`src/rtl/decode_stage.sv`:
```
// Single-entry RV32 decode stage: classifies an instruction word and extracts fields/immediate.
// Optional macro DECODE_SYSTEM_EN decodes opcode 1110011 as SYS instead of ILLEGAL.
module decode_stage #(
  parameter int XLEN  = 32,
  parameter int CNT_W = 16
) (
  input  logic             clk,
  input  logic             rst,
  input  logic             flush,
  input  logic             in_valid,
  output logic             in_ready,
  input  logic [31:0]      in_instr,
  output logic             out_valid,
  input  logic             out_ready,
  output logic [10:0]      out_type,
  output logic [4:0]       out_rd,
  output logic [4:0]       out_rs1,
  output logic [4:0]       out_rs2,
  output logic [2:0]       out_funct3,
  output logic [6:0]       out_funct7,
  output logic [XLEN-1:0]  out_imm,
  output logic [CNT_W-1:0] illegal_cnt
);

  localparam int T_R    = 0;
  localparam int T_I    = 1;
  localparam int T_LD   = 2;
  localparam int T_JALR = 3;
  localparam int T_S    = 4;
  localparam int T_SB   = 5;
  localparam int T_AUI  = 6;
  localparam int T_LUI  = 7;
  localparam int T_JAL  = 8;
  localparam int T_SYS  = 9;
  localparam int T_ILL  = 10;

  logic [10:0]     typ_d;
  logic [31:0]     imm32;
  logic [XLEN-1:0] imm_d;
  logic            accept;

  assign in_ready = !out_valid || out_ready;
  assign accept   = in_valid && in_ready && !flush;

  // Opcode to one-hot class; low bits other than 11 never match the map.
  always_comb begin
    typ_d = '0;
    unique case (in_instr[6:0])
      7'b0110011: typ_d[T_R]    = 1'b1;
      7'b0010011: typ_d[T_I]    = 1'b1;
      7'b0000011: typ_d[T_LD]   = 1'b1;
      7'b1100111: typ_d[T_JALR] = 1'b1;
      7'b0100011: typ_d[T_S]    = 1'b1;
      7'b1100011: typ_d[T_SB]   = 1'b1;
      7'b0010111: typ_d[T_AUI]  = 1'b1;
      7'b0110111: typ_d[T_LUI]  = 1'b1;
      7'b1101111: typ_d[T_JAL]  = 1'b1;
`ifdef DECODE_SYSTEM_EN
      7'b1110011: typ_d[T_SYS]  = 1'b1;
`endif
      default:    typ_d[T_ILL]  = 1'b1;
    endcase
  end

  // Immediate assembled as 32 bits, then sign-extended to XLEN from instr[31].
  always_comb begin
    imm32 = '0;
    unique case (1'b1)
      typ_d[T_I], typ_d[T_LD], typ_d[T_JALR], typ_d[T_SYS]:
        imm32 = {{20{in_instr[31]}}, in_instr[31:20]};
      typ_d[T_S]:
        imm32 = {{20{in_instr[31]}}, in_instr[31:25], in_instr[11:7]};
      typ_d[T_SB]:
        imm32 = {{19{in_instr[31]}}, in_instr[31], in_instr[7],
                 in_instr[30:25], in_instr[11:8], 1'b0};
      typ_d[T_AUI], typ_d[T_LUI]:
        imm32 = {in_instr[31:12], 12'b0};
      typ_d[T_JAL]:
        imm32 = {{11{in_instr[31]}}, in_instr[31], in_instr[19:12],
                 in_instr[20], in_instr[30:21], 1'b0};
      default:
        imm32 = '0;
    endcase
    imm_d        = {XLEN{imm32[31]}};
    imm_d[31:0]  = imm32;
  end

  // Pipeline register: reset, then flush, then capture, then drain.
  always_ff @(posedge clk) begin
    if (rst) begin
      out_valid   <= 1'b0;
      out_type    <= '0;
      out_rd      <= '0;
      out_rs1     <= '0;
      out_rs2     <= '0;
      out_funct3  <= '0;
      out_funct7  <= '0;
      out_imm     <= '0;
      illegal_cnt <= '0;
    end else if (flush) begin
      out_valid <= 1'b0;
    end else if (accept) begin
      out_valid  <= 1'b1;
      out_type   <= typ_d;
      out_rd     <= in_instr[11:7];
      out_rs1    <= in_instr[19:15];
      out_rs2    <= in_instr[24:20];
      out_funct3 <= in_instr[14:12];
      out_funct7 <= in_instr[31:25];
      out_imm    <= imm_d;
      if (typ_d[T_ILL] && (illegal_cnt != '1))
        illegal_cnt <= illegal_cnt + CNT_W'(1);
    end else if (out_ready) begin
      out_valid <= 1'b0;
    end
  end

endmodule

```
`config.mk`:
```
export PLATFORM = sky130hd
export DESIGN_NAME = decode_stage
export DESIGN_NICKNAME = d
export VERILOG_FILES = /design/src/rtl/decode_stage.sv
export SDC_FILE = /design/constraint.sdc
export NUM_CORES = 1
export LEC_CHECK = 0
export ABC_CLOCK_PERIOD_IN_PS = 1800
export BUFFER_PORTS_ARGS = -buffer_cell sky130_fd_sc_hd__buf_4
export CORE_MARGIN = 1
export CORE_UTILIZATION = 45
export CTS_BUF_LIST = sky130_fd_sc_hd__clkbuf_8
export CTS_CLUSTER_DIAMETER = 150
export DETAILED_ROUTE_END_ITERATION = 10
export PLACE_DENSITY = 0.75
export RECOVER_POWER = 100
export SLEW_MARGIN = 20
export SYNTH_ARGS = -nofsm -noshare
export SYNTH_HDL_FRONTEND = slang
export SYNTH_SLANG_ARGS = --single-unit
export TNS_END_PERCENT = 20
```
`constraint.sdc`:
```
create_clock -name clk -period 1.8 [get_ports clk]
set_input_delay 0.18 -clock clk [delete_from_list [all_inputs] [get_ports clk]]
set_output_delay 0.18 -clock clk [all_outputs]
set_load 0.05 [all_outputs]
```
== Word-level counts from Yosys, hierarchy flattened ==
Cells that the tools add are included.
W data, S select, Z words.
Storage, ports and cells
  bits in registers: 84
  bits in latches: 0
  memory bits (writable): 0
  memory bits (read-only): 0
  output and inout port bits: 86
  logic and storage cells: 47
  memories: 0
Cells by class
  add/sub/neg operators: 1
  multipliers: 0
  divide/modulo/power cells: 0
  $lt $le $gt $ge: 0
  equal/unequal tests: 10
  shift-type cells: 0
  mux-type cells: 13
  bitwise operators: 1
  reduce and logical (&&, ||, !) cells: 13
Operator list (number)
  $pmux W32 S5: 1
  $eq A7 B6 Y1 const B: 3
  $eq A7 B7 Y1 const B: 3
  $add A16 B1 Y16 const B: 1
  $ne A16 B16 Y1 const B: 1
  $eq A7 B5 Y1 const B: 2
  $mux W1: 12
  $reduce_or A9 Y1: 1
  $eq A7 B2 Y1 const B: 1
  $reduce_or A2 Y1: 2
  $logic_and A1 B1 Y1: 3
  $reduce_and A3 Y1: 1
  $reduce_or A3 Y1: 1
  $logic_not A1 Y1: 2
  $reduce_and A2 Y1: 1
  $reduce_bool A2 Y1: 1
  $logic_or A1 B1 Y1: 1
  $not A1 Y1: 1

== Longest topological paths before layout ==
  depth in word-level cells: 5
  mapped depth: 8

== Worst setup path before layout ==
OpenSTA, ideal clock, no wires.
  path type: reg-to-reg
  start: reg illegal_cnt[8]
  end: reg illegal_cnt[0]
  library setup time: 121 ps
  data arrival time: 2110 ps
  required time: 1679 ps
  setup slack: -432 ps
  stages on the path, launching flop included: 6
  buffers on the path: 1
  period minus slack after synthesis: 2232 ps
  cells stage by stage: dfxtp_1 > nand4_2 > or4_4 > buf_6 > and3_4 > mux2_4
On the way
  word-level cells in the longest chain between the ends: 3
RTL lines
  start: declaration: line 22  | output logic [CNT_W-1:0] illegal_cnt
  start signal: assignment: line 112  | illegal_cnt <= illegal_cnt + CNT_W'(1);
  $ne A16 B16 Y1: line 111  | if (typ_d[T_ILL] && (illegal_cnt != '1))
  $logic_and A1 B1 Y1: line 111
  $reduce_and A3 Y1 (no line)
Every way passes these cells.
A chain may end at the register's enable or synchronous reset.

== Final worst setup path ==
  start: reg illegal_cnt[0]
  end: reg illegal_cnt[6]
On the way
  word-level cells in the longest chain between the ends: 3
  elaborated cells between the ends (all ways): 4
RTL lines
  parallel branches: the longest is 3 deep, another holds $add A16 B1 Y16
Parallel ways; which one is timed is not known.

==> results.yml <==
outcome:
  status: "complete, no violations"
clocking:
  cts.sinks: 84
  htree_levels: 3
  clk_path_buf_depth: 2
  clk_pin_slew_worst_paths_ps: 90
  clk_latency_ps: 360
  ctsHoldBuffers: 0
  cts_root_buf: "clkbuf_8"
  cts_made_buffers: 9
  cts_tree: "done"
logic_synthesis:
  mappedNetlistArea_um2: 3580
  synth-warning-count: 0
  synth_cell_types: 59
  synth_edf_count: 0
  synth_seq_cells: 84
  syn-num-nets: 452
  synth_cells: 414
  syn_area_per_cell_um2: 8.66
  synth_async_sr_flop_share: 0
  yosysSeqAreaShare: 0.469
  dominantRegCellSynth: "dfxtp_1"
sta:
  setup_slack_ps: 2.36
  rsz0062_at_grt: "true"
  finalClockSkew_ps: 6.77
  worstMarginPinSlew_ps: 865
  fin_crit_ps: 1800
  setup_tns_ps: 0
  fin_crit_sh: 0.999
  slew_headroom: 0.421
  setup_viol: 0
  hold_violations: 0
  fin_hold_ws_ps: 42.6
  maxSlewViolCount: 0
  clock.fmax_mhz: 556
worst_hold_path:
  min-delay-start: "in_instr[15]"
  min_path_cells: 2
  hold_path.class: "in2reg"
  min_to: "out_imm[15]"
cells_and_area:
  area_growth_syn_to_layout_pct: 33.2
  diodes: 0
  finalInstanceArea_um2: 4770
  fin_nets: 583
  fin_cells: 652
  fill_cells: 729
  final_util: 0.618
  drive_gt1_frac: 0.238
  multi_input_area_um2: 1810
  seqCellArea_um2: 1730
grt:
  grt_usage: 0.261
  grt_pass1_vias: 3477
  antenna_found_initial: 0
  grt-ovfl-total: 0
  grt_max_degree: 55
  grt_pass1_wl_um: 17200
worst_setup_path:
  crit_path_end_kind: "flip-flop"
  reg2reg_from: "illegal_cnt[0]"
  worst-path-max-fanout: 5
  rr_endpoint: "illegal_cnt[6]"
  cp-start-kind: "flip-flop"
  critical_path_required_ps: 2080
  crit_arrival_ps: 2080
  timing.reg2reg.worst_path_depth: 6
  critPathKind: "reg2reg"
  reg2reg_slack_ps: 2
drt:
  met2_length_um: 5170
  wirelength_um: 10800
  drc: 0
  dr_total_vias: 3682
  avgViaCountPerCell: 5.65
  wl_met1_um: 4740
  ant_nets: 0
  route.met3.wl_um: 717
  drt_iter0_drc: 256
  top_layer_used: "met4"
  routedWlPerCell_um: 16.6
  firstDrtPassIters: 6
place:
  place_hpwl_um: 7780
  pre_cts_slack_ps: -0.427
  gp_congestion: 0.899
  portBuffers: 121
  dpl-instance-area_um2: 4790
  dpl.cell_count: 633
die:
  die_y_um: 91.3
  die_area_um2: 8330
  row_count: 32
  die_w_um: 91.3
  initial_utilization: 0.464
  ios: 123
  core_um2: 7730
power_and_ir_drop:
  power_density_nw_per_um2: 821
  finalPower_mw: 3.92
  ir_drop_mv: 0.530
  power.leakage_nw: 1.86
run:
  maxCapViolCount: 0
-- how the worst max path moves through the flow --
stage	end	cells after the start	start	slack [ps]
6_report	illegal_cnt[6]	6	illegal_cnt[0]	2
5_1_grt	illegal_cnt[6]	6	illegal_cnt[0]	-70
4_1_cts	illegal_cnt[6]	6	illegal_cnt[0]	3
3_5_place_dp	illegal_cnt[6]	6	illegal_cnt[0]	-0.4
3_3_place_gp	out_imm[30]	6	out_ready	50
2_1_floorplan	illegal_cnt[0]	5	illegal_cnt[8]	-70
-- critical path, stage by stage, from the launching register on --
cell     delay [ps]
dfxtp_4         360
ha_4            160
nand4_1         100
or4_4           160
or3b_4          390
or4_1           400
a21oi_1         140
-- state kept, by name, indices dropped and copies added, names as in the netlist --
signal,count
illegal_cnt,16
out_funct3,3
out_funct7,7
out_imm,32
out_rd,5
out_rs1,5
out_rs2,5
out_type,10
out_valid,1
-- where the power goes --
part	internal, mW	switching, mW
Sequential	1.87	0.0190
Clock	0.808	0.742
Combinational	0.152	0.322
-- final cells by class --
cell class	count	share of cell area
clock buffers	9	0.0260
clock inverters	7	0.0220
inverters	6	0.00472
multi-input cells	296	0.380
flip-flops and latches	84	0.363
well taps	102	0.0267
repair buffers	148	0.178
-- synthesized netlist by cell type, types with 2 or more instances --
master      n  share of area
nand4_1     5         0.0087
buf_4       2         0.0042
or4_1       5          0.010
nand3b_1    2         0.0042
nor4_1      5         0.0087
dfxtp_1    84           0.47
or3_1       3         0.0052
nand3_1    16          0.022
a221o_1     8          0.022
o31a_1      2         0.0049
buf_6       3         0.0094
mux2_2      4          0.013
nor2b_1     6          0.010
nand2_1    66          0.069
buf_2       4         0.0056
clkbuf_1   12          0.013
o21ai_0     5         0.0070
a2bb2oi_1   4         0.0098
nor3b_1     3         0.0063
and2_1      2         0.0035
o31ai_1     6          0.013
a22oi_1    10          0.021
inv_1       6         0.0063
buf_1       8         0.0084
nor3_1     10          0.014
nor2_1     33          0.035
or3b_2      2         0.0049
a21o_1     11          0.023
mux2i_1     2         0.0056
a22o_1     12          0.029
a21oi_1    45          0.063
-- per-layer routing --
layer / track usage / vias to the layer above
li1: - / 1760
met1: 0.334 / 1778
met2: 0.423 / 125
met3: 0.0762 / 19
met4: 0.0820 / 0
met5: 0 / -
-- placed cells by master (no fill, tap or decap), types with 2 or more instances in the layout --
| cell type | instances |
|---|---|
| a22oi_1 | 10 |
| o31ai_1 | 6 |
| and2_1 | 2 |
| a21oi_1 | 45 |
| a221o_1 | 8 |
| nand2_1 | 66 |
| nor2_2 | 3 |
| clkbuf_1 | 74 |
| nor2_1 | 31 |
| nor3b_1 | 2 |
| a22o_1 | 12 |
| nand3_1 | 15 |
| or4_4 | 2 |
| nor4_1 | 5 |
| or4_1 | 5 |
| clkbuf_8 | 9 |
| buf_4 | 72 |
| mux2i_1 | 2 |
| nand4_1 | 5 |
| inv_8 | 2 |
| nand3b_1 | 2 |
| o21ai_0 | 5 |
| nor3_1 | 10 |
| nor2b_1 | 6 |
| bufinv_16 | 2 |
| inv_1 | 6 |
| a2bb2oi_1 | 4 |
| o31a_1 | 2 |
| dfxtp_1 | 68 |
| or3_1 | 3 |
| a21o_1 | 11 |
| inv_6 | 2 |
| dfxtp_4 | 12 |
| dfxtp_2 | 4 |
| mux2_2 | 4 |
-- logic make-up (layout without fill, tap and decap cells) --
| group | count (synthesis) | in the layout | synth area share |
|---|---|---|---|
| AO/OA/AOI/OAI | 115 | 115 | 0.221 |
| AND/OR/NAND/NOR | 171 | 172 | 0.237 |
| adder cells (fa/ha/maj) | 1 | 1 | 0.00349 |
| flip-flops | 84 | 84 | 0.469 |
| multiplexers | 7 | 7 | 0.0223 |
| other | 1 | 1 | 0.00105 |
| buffers and inverters | 35 | 170 | 0.0464 |
-- repair_timing --
item / in CTS / in global routing
pin swaps: 2 / 3
endpoints found under the setup margin: 1 / 28
buffers inserted: 2 / 0
gates cloned: 1 / 0
resized for setup: 1 / 4
(Power assumes the default switching activity.)
